<file path="config.mk">
export PLATFORM = sky130hd
export DESIGN_NAME = unidade_controle_multiciclo
export DESIGN_NICKNAME = d
export VERILOG_FILES = /design/src/rtl/unidade_controle_multiciclo.sv
export SDC_FILE = /design/constraint.sdc
export NUM_CORES = 1
export LEC_CHECK = 0
export CORE_MARGIN = 1
export CORE_UTILIZATION = 50
export DETAILED_ROUTE_END_ITERATION = 6
export PLACE_DENSITY = 0.9
export SETUP_SLACK_MARGIN = 0.1
export SLEW_MARGIN = 25
export SYNTH_ARGS = -nofsm -noshare
export SYNTH_HDL_FRONTEND = slang
export SYNTH_SLANG_ARGS = --single-unit
export TNS_END_PERCENT = 30
</file>
<file path="constraint.sdc">
create_clock -name clk -period 1.95 [get_ports clk]
set_input_delay 0.39 -clock clk [delete_from_list [all_inputs] [get_ports clk]]
set_output_delay 0.39 -clock clk [all_outputs]
set_load 0.1 [all_outputs]
</file>
<file path="src/rtl/unidade_controle_multiciclo.sv">
// Multicycle control unit: BUSCA/DECOD/EXEC/MEM/ESCR/PARADO sequencer
// with memory-wait timeout, sticky fault flags and retired-instruction count.
module unidade_controle_multiciclo #(
  parameter int              OPW         = 8,
  parameter logic [OPW-1:0]  OP_HALT     = '1,
  parameter int              MEM_TIMEOUT = 15,
  parameter int              CNTW        = 16
) (
  input  logic            clk,
  input  logic            reset,
  input  logic [OPW-1:0]  instru,
  input  logic            mem_pronto,
  output logic            escrita,
  output logic            escritaPC,
  output logic            ulaFonte,
  output logic            ulaOP,
  output logic            pula,
  output logic            regFonte,
  output logic            comparador,
  output logic            lerMemo,
  output logic            escreveMemo,
  output logic [2:0]      estado,
  output logic            parado,
  output logic            instr_invalida,
  output logic            erro_mem,
  output logic [CNTW-1:0] retiradas
);

  localparam int WW = (MEM_TIMEOUT < 2) ? 1 : $clog2(MEM_TIMEOUT);
  localparam logic [WW-1:0] WLAST = WW'(MEM_TIMEOUT - 1);

  localparam logic [OPW-1:0] OP_ESC  = OPW'(0);
  localparam logic [OPW-1:0] OP_IMM  = OPW'(1);
  localparam logic [OPW-1:0] OP_ULA  = OPW'(2);
  localparam logic [OPW-1:0] OP_PULA = OPW'(3);
  localparam logic [OPW-1:0] OP_REG  = OPW'(4);
  localparam logic [OPW-1:0] OP_CMP  = OPW'(5);
  localparam logic [OPW-1:0] OP_LD   = OPW'(6);
  localparam logic [OPW-1:0] OP_ST   = OPW'(7);
  localparam logic [OPW-1:0] OP_NOP  = OPW'(8);

  typedef enum logic [2:0] {
    BUSCA  = 3'd0,
    DECOD  = 3'd1,
    EXEC   = 3'd2,
    MEM    = 3'd3,
    ESCR   = 3'd4,
    PARADO = 3'd5
  } estado_t;

  estado_t        st;
  logic [OPW-1:0] ir;
  logic [WW-1:0]  wcnt;
  logic           valido;
  logic           eh_mem;
  logic           curto;

  assign valido = (ir <= OP_NOP);
  assign eh_mem = (ir == OP_LD) || (ir == OP_ST);
  assign curto  = (ir == OP_PULA) || (ir == OP_NOP);

  // State sequencing, opcode capture, memory wait counter and status
  always_ff @(posedge clk or posedge reset) begin
    if (reset) begin
      st             <= BUSCA;
      ir             <= '0;
      wcnt           <= '0;
      retiradas      <= '0;
      instr_invalida <= 1'b0;
      erro_mem       <= 1'b0;
    end else begin
      case (st)
        BUSCA: begin
          ir <= instru;
          st <= DECOD;
        end
        DECOD: begin
          st <= (ir == OP_HALT) ? PARADO : EXEC;
        end
        EXEC: begin
          wcnt <= '0;
          if (!valido) begin
            instr_invalida <= 1'b1;
            st             <= BUSCA;
          end else if (eh_mem) begin
            st <= MEM;
          end else if (curto) begin
            retiradas <= retiradas + CNTW'(1);
            st        <= BUSCA;
          end else begin
            st <= ESCR;
          end
        end
        MEM: begin
          if (mem_pronto) begin
            wcnt <= '0;
            if (ir == OP_LD) begin
              st <= ESCR;
            end else begin
              retiradas <= retiradas + CNTW'(1);
              st        <= BUSCA;
            end
          end else if (wcnt == WLAST) begin
            wcnt     <= '0;
            erro_mem <= 1'b1;
            st       <= BUSCA;
          end else begin
            wcnt <= wcnt + WW'(1);
          end
        end
        ESCR: begin
          retiradas <= retiradas + CNTW'(1);
          st        <= BUSCA;
        end
        PARADO: begin
          st <= PARADO;
        end
        default: begin
          st <= BUSCA;
        end
      endcase
    end
  end

  // Control strobes from state and ir; reset silences them at once
  always_comb begin
    escrita     = 1'b0;
    escritaPC   = 1'b0;
    ulaFonte    = 1'b0;
    ulaOP       = 1'b0;
    pula        = 1'b0;
    regFonte    = 1'b0;
    comparador  = 1'b0;
    lerMemo     = 1'b0;
    escreveMemo = 1'b0;
    parado      = 1'b0;
    if (!reset) begin
      unique case (st)
        BUSCA: escritaPC = 1'b1;
        EXEC: begin
          ulaFonte   = (ir == OP_IMM);
          ulaOP      = (ir == OP_ULA);
          regFonte   = (ir == OP_REG);
          comparador = (ir == OP_CMP);
          pula       = (ir == OP_PULA);
          escritaPC  = (ir == OP_PULA);
        end
        MEM: begin
          lerMemo     = (ir == OP_LD);
          escreveMemo = (ir == OP_ST);
        end
        ESCR:   escrita = 1'b1;
        PARADO: parado  = 1'b1;
        default: ;
      endcase
    end
  end

  assign estado = st;

  logic unused_esc;
  assign unused_esc = (OP_ESC == '0);

endmodule

</file>
==> impl_results.md <==
* Run status: finished with violations
* Failing checks: setup timing
* Clock Skew at 8.10 ps
* Initial detailed-routing violation count at 115
* Worst slew pin tran at between 600 and 700 ps
* Core box area at about 3400 sq um
* Final wirelength at approximately 6.4 mm
* Antenna violations before repair at 0
* Post-Synthesis Cells at between 150 and 200
* Number of max-cap violations at 0
* CTS Buffer Depth at 2
* Int Pwr at between 2 and 2.5 mW
* Total die area at about 4000 sq um
* DRT Pass-1 Iters at 4
* Routed vias/inst at between 6 and 7
* Mapped cell area at about 1900 sq um
* Post-synthesis average cell area at ~11 sq um
* Die width at ~63 microns
* Crit Path Class: register to output pin
* Crit share post-route at 1.23
* Final Hold Slack at 473 ps
* RSZ-0062 raised after global routing: true
* DP HPWL at around 4.1 mm
* Synth-to-layout area growth at 64.4%
* Worst skew pair latency at 290 ps
* Minimum clock period at around 2400 ps
* Final setup fails at 24
* Cells along the critical path: nor4_4 -> buf_4 -> nand3_4 -> nor4b_4 -> buf_12
* Endpoints failing hold at 0
* Leak at 1.36 nW
* Largest net degree at the start of global routing at 34
* Critical-path top delay cell: dfrtp_1
* Ports at between 40 and 50
* Final Core Density at 0.888
* Share of layout cells above drive strength 1 at 0.477
* Switch share at 0.505
* Clock share of power at 0.120
* Vias in the first global route at between 1500 and 2000
* CTS root buffer: clkbuf_8
* Critical path endpoint category: output pin
* Gr ovfl total at 0
* CP peak stage delay at a little over 400 ps
* Clk sinks at 33
* Via count at 1788
* Psw at approximately 2.2 mW
* Clk slew on worst S/H paths at 70 ps
* Crit start category: register
* Floorplan row count at 21
* Fillers at ~140
* First-pass GRT wire length at approximately 9.5 mm
* Fin. max-slew vios at 0
* Most frequent cells in the layout: 30 x dfrtp_1, 29 x buf_4, 27 x buf_12
* Worst Path Required at about 1600 ps
* Reg power frac at 0.277
* Starting Density at 0.540
* Port Buffers at 41
* DRT antenna net count at 0
* Htree depth at 2
* Place WS at -217 ps
* Hold-fix buffers, CTS at 0
* Max Fclk at between 0.4 and 0.5 GHz
* Commonest non-fill, non-tap cell in the layout: dfrtp_1
* Global placer's final weighted congestion at between 0.8 and 0.9
* Multi-input gate area at between 1000 and 1500 sq um
* Diodes inserted at 0
* Register area share after synthesis at 0.444
* PD cells at 1400 nW/um^2
* Wire length per cell at about 22 microns
* EDFF count, synth at 0
* FF+latch count, synth at 33
* Worst path arrival time at about 2000 ps
* Synthesized Nets at between 150 and 200
* Worst-path fanout max at 4
* TritonCTS Buffers at 5
* Worst vdd ir at ~0.0014 V
* CTS tree: done
* Async set-reset flop share out of synthesis at 1.00
* Yosys warnings at 0
* Distinct cell type count after synthesis at between 40 and 50
* Prevailing post-synth register cell: dfrtp_1
* Final #Nets at ~260
* HP Class: register to register
* Comb pwr share at 0.604
* All-layer global routing usage at 0.314
* FF/Latch Area at 835 sq um
* Drc violations at 0
* Max_slew headroom at 0.564
* Chip height at 63.0 microns
* Fin worst setup slack at -450 ps
## registers in the layout (all words and copies together) (netlist names)
register,flops
retiradas,16
wcnt,4
erro_mem,1
ir,8
estado,3
instr_invalida,1
## final cells by class
type / instances / share of cell area
clock buffers: 6 / 0.0237
clock inverters: 2 / 0.00327
inverters: 5 / 0.00737
multi-input cells: 126 / 0.374
flip-flops and latches: 33 / 0.273
well taps: 46 / 0.0188
repair buffers: 71 / 0.300
## metal layers
metal	track usage	part of all wire	vias to the layer above
met1	0.367	0.39	891
met5	0	0	-
met3	0.0748	0.058	34
met4	0.137	0.050	0
li1	-	-	767
met2	0.544	0.50	96
## metrics by stage
step                total power [mW]  setup TNS (ps)  area [sq um]  cells
floorplan                       2.70           -7200          2030    173
global placement                3.44            -323          2850    274
detailed placement              3.58           -2120          2850    274
CTS                             4.14           -4880          2970    284
global route                    4.45           -7840          3060    289
finish                          4.29           -6210          3060    289
## worst max-delay path: cells and delay by family (launching register included)
kind / cells / cell delay, ps
and+or+nand+nor: 3 / 880
DFF: 1 / 410
buffers and inverters: 2 / 420
## what timing repair did
action	in CTS	in global routing
gates cloned	0	0
buffers inserted	2	5
pin swaps	9	5
endpoints found under the setup margin	26	27
resized for setup	7	7
## worst paths after layout
check	startpoint	end	slack, ps	cells after the start
worst max register to register	ir[7]	retiradas[14]	-280	9
worst min register to register	erro_mem	erro_mem	470	1
max in group asynchronous	reset	estado[1]	1080	4
min in group asynchronous	reset	instr_invalida	540	4
worst min-delay path	erro_mem	erro_mem	470	1
worst max-delay path	ir[7]	ulaOP	-450	5
## synthesized netlist by cell type, types with 2 or more instances
library cell	count	area share
nand2_1	12	0.024
nand3_1	11	0.030
and3b_1	2	0.0094
buf_6	2	0.012
o21ai_0	11	0.030
dfrtp_1	33	0.44
nand4_1	6	0.020
xor2_1	15	0.071
nand2b_1	2	0.0067
nor3b_1	2	0.0081
mux2_2	6	0.036
buf_2	2	0.0054
nor3_2	10	0.054
and4_1	2	0.0094
and3_1	3	0.010
ha_1	3	0.020
clkbuf_1	4	0.0081
nor4_1	4	0.013
nor2_1	8	0.016
inv_1	5	0.010
nor3_1	3	0.0081
## power by group through the flow
| stage | registers (mW) | logic (mW) | clock network [mW] |
|---|---|---|---|
| detailed placement | 1.18 | 2.40 | 0 |
| CTS | 1.17 | 2.46 | 0.507 |
| global placement | 1.15 | 2.29 | 0 |
| global route | 1.21 | 2.69 | 0.548 |
| finish | 1.19 | 2.59 | 0.513 |
| floorplan | 1.65 | 1.05 | 0 |
## cells by family (layout without fill, tap and decap cells)
group	count (synthesis)	after routing	synth area share
DFF	33	33	0.444
muxes	7	7	0.0444
and+or+nand+nor	78	78	0.287
buffers and inverters	14	84	0.0377
AOI/OAI and AO/OA	23	23	0.0956
adders and majority gates	3	3	0.0202
xor gates and xnor gates	15	15	0.0707
No activity file was read; power rests on OpenSTA's default activity.
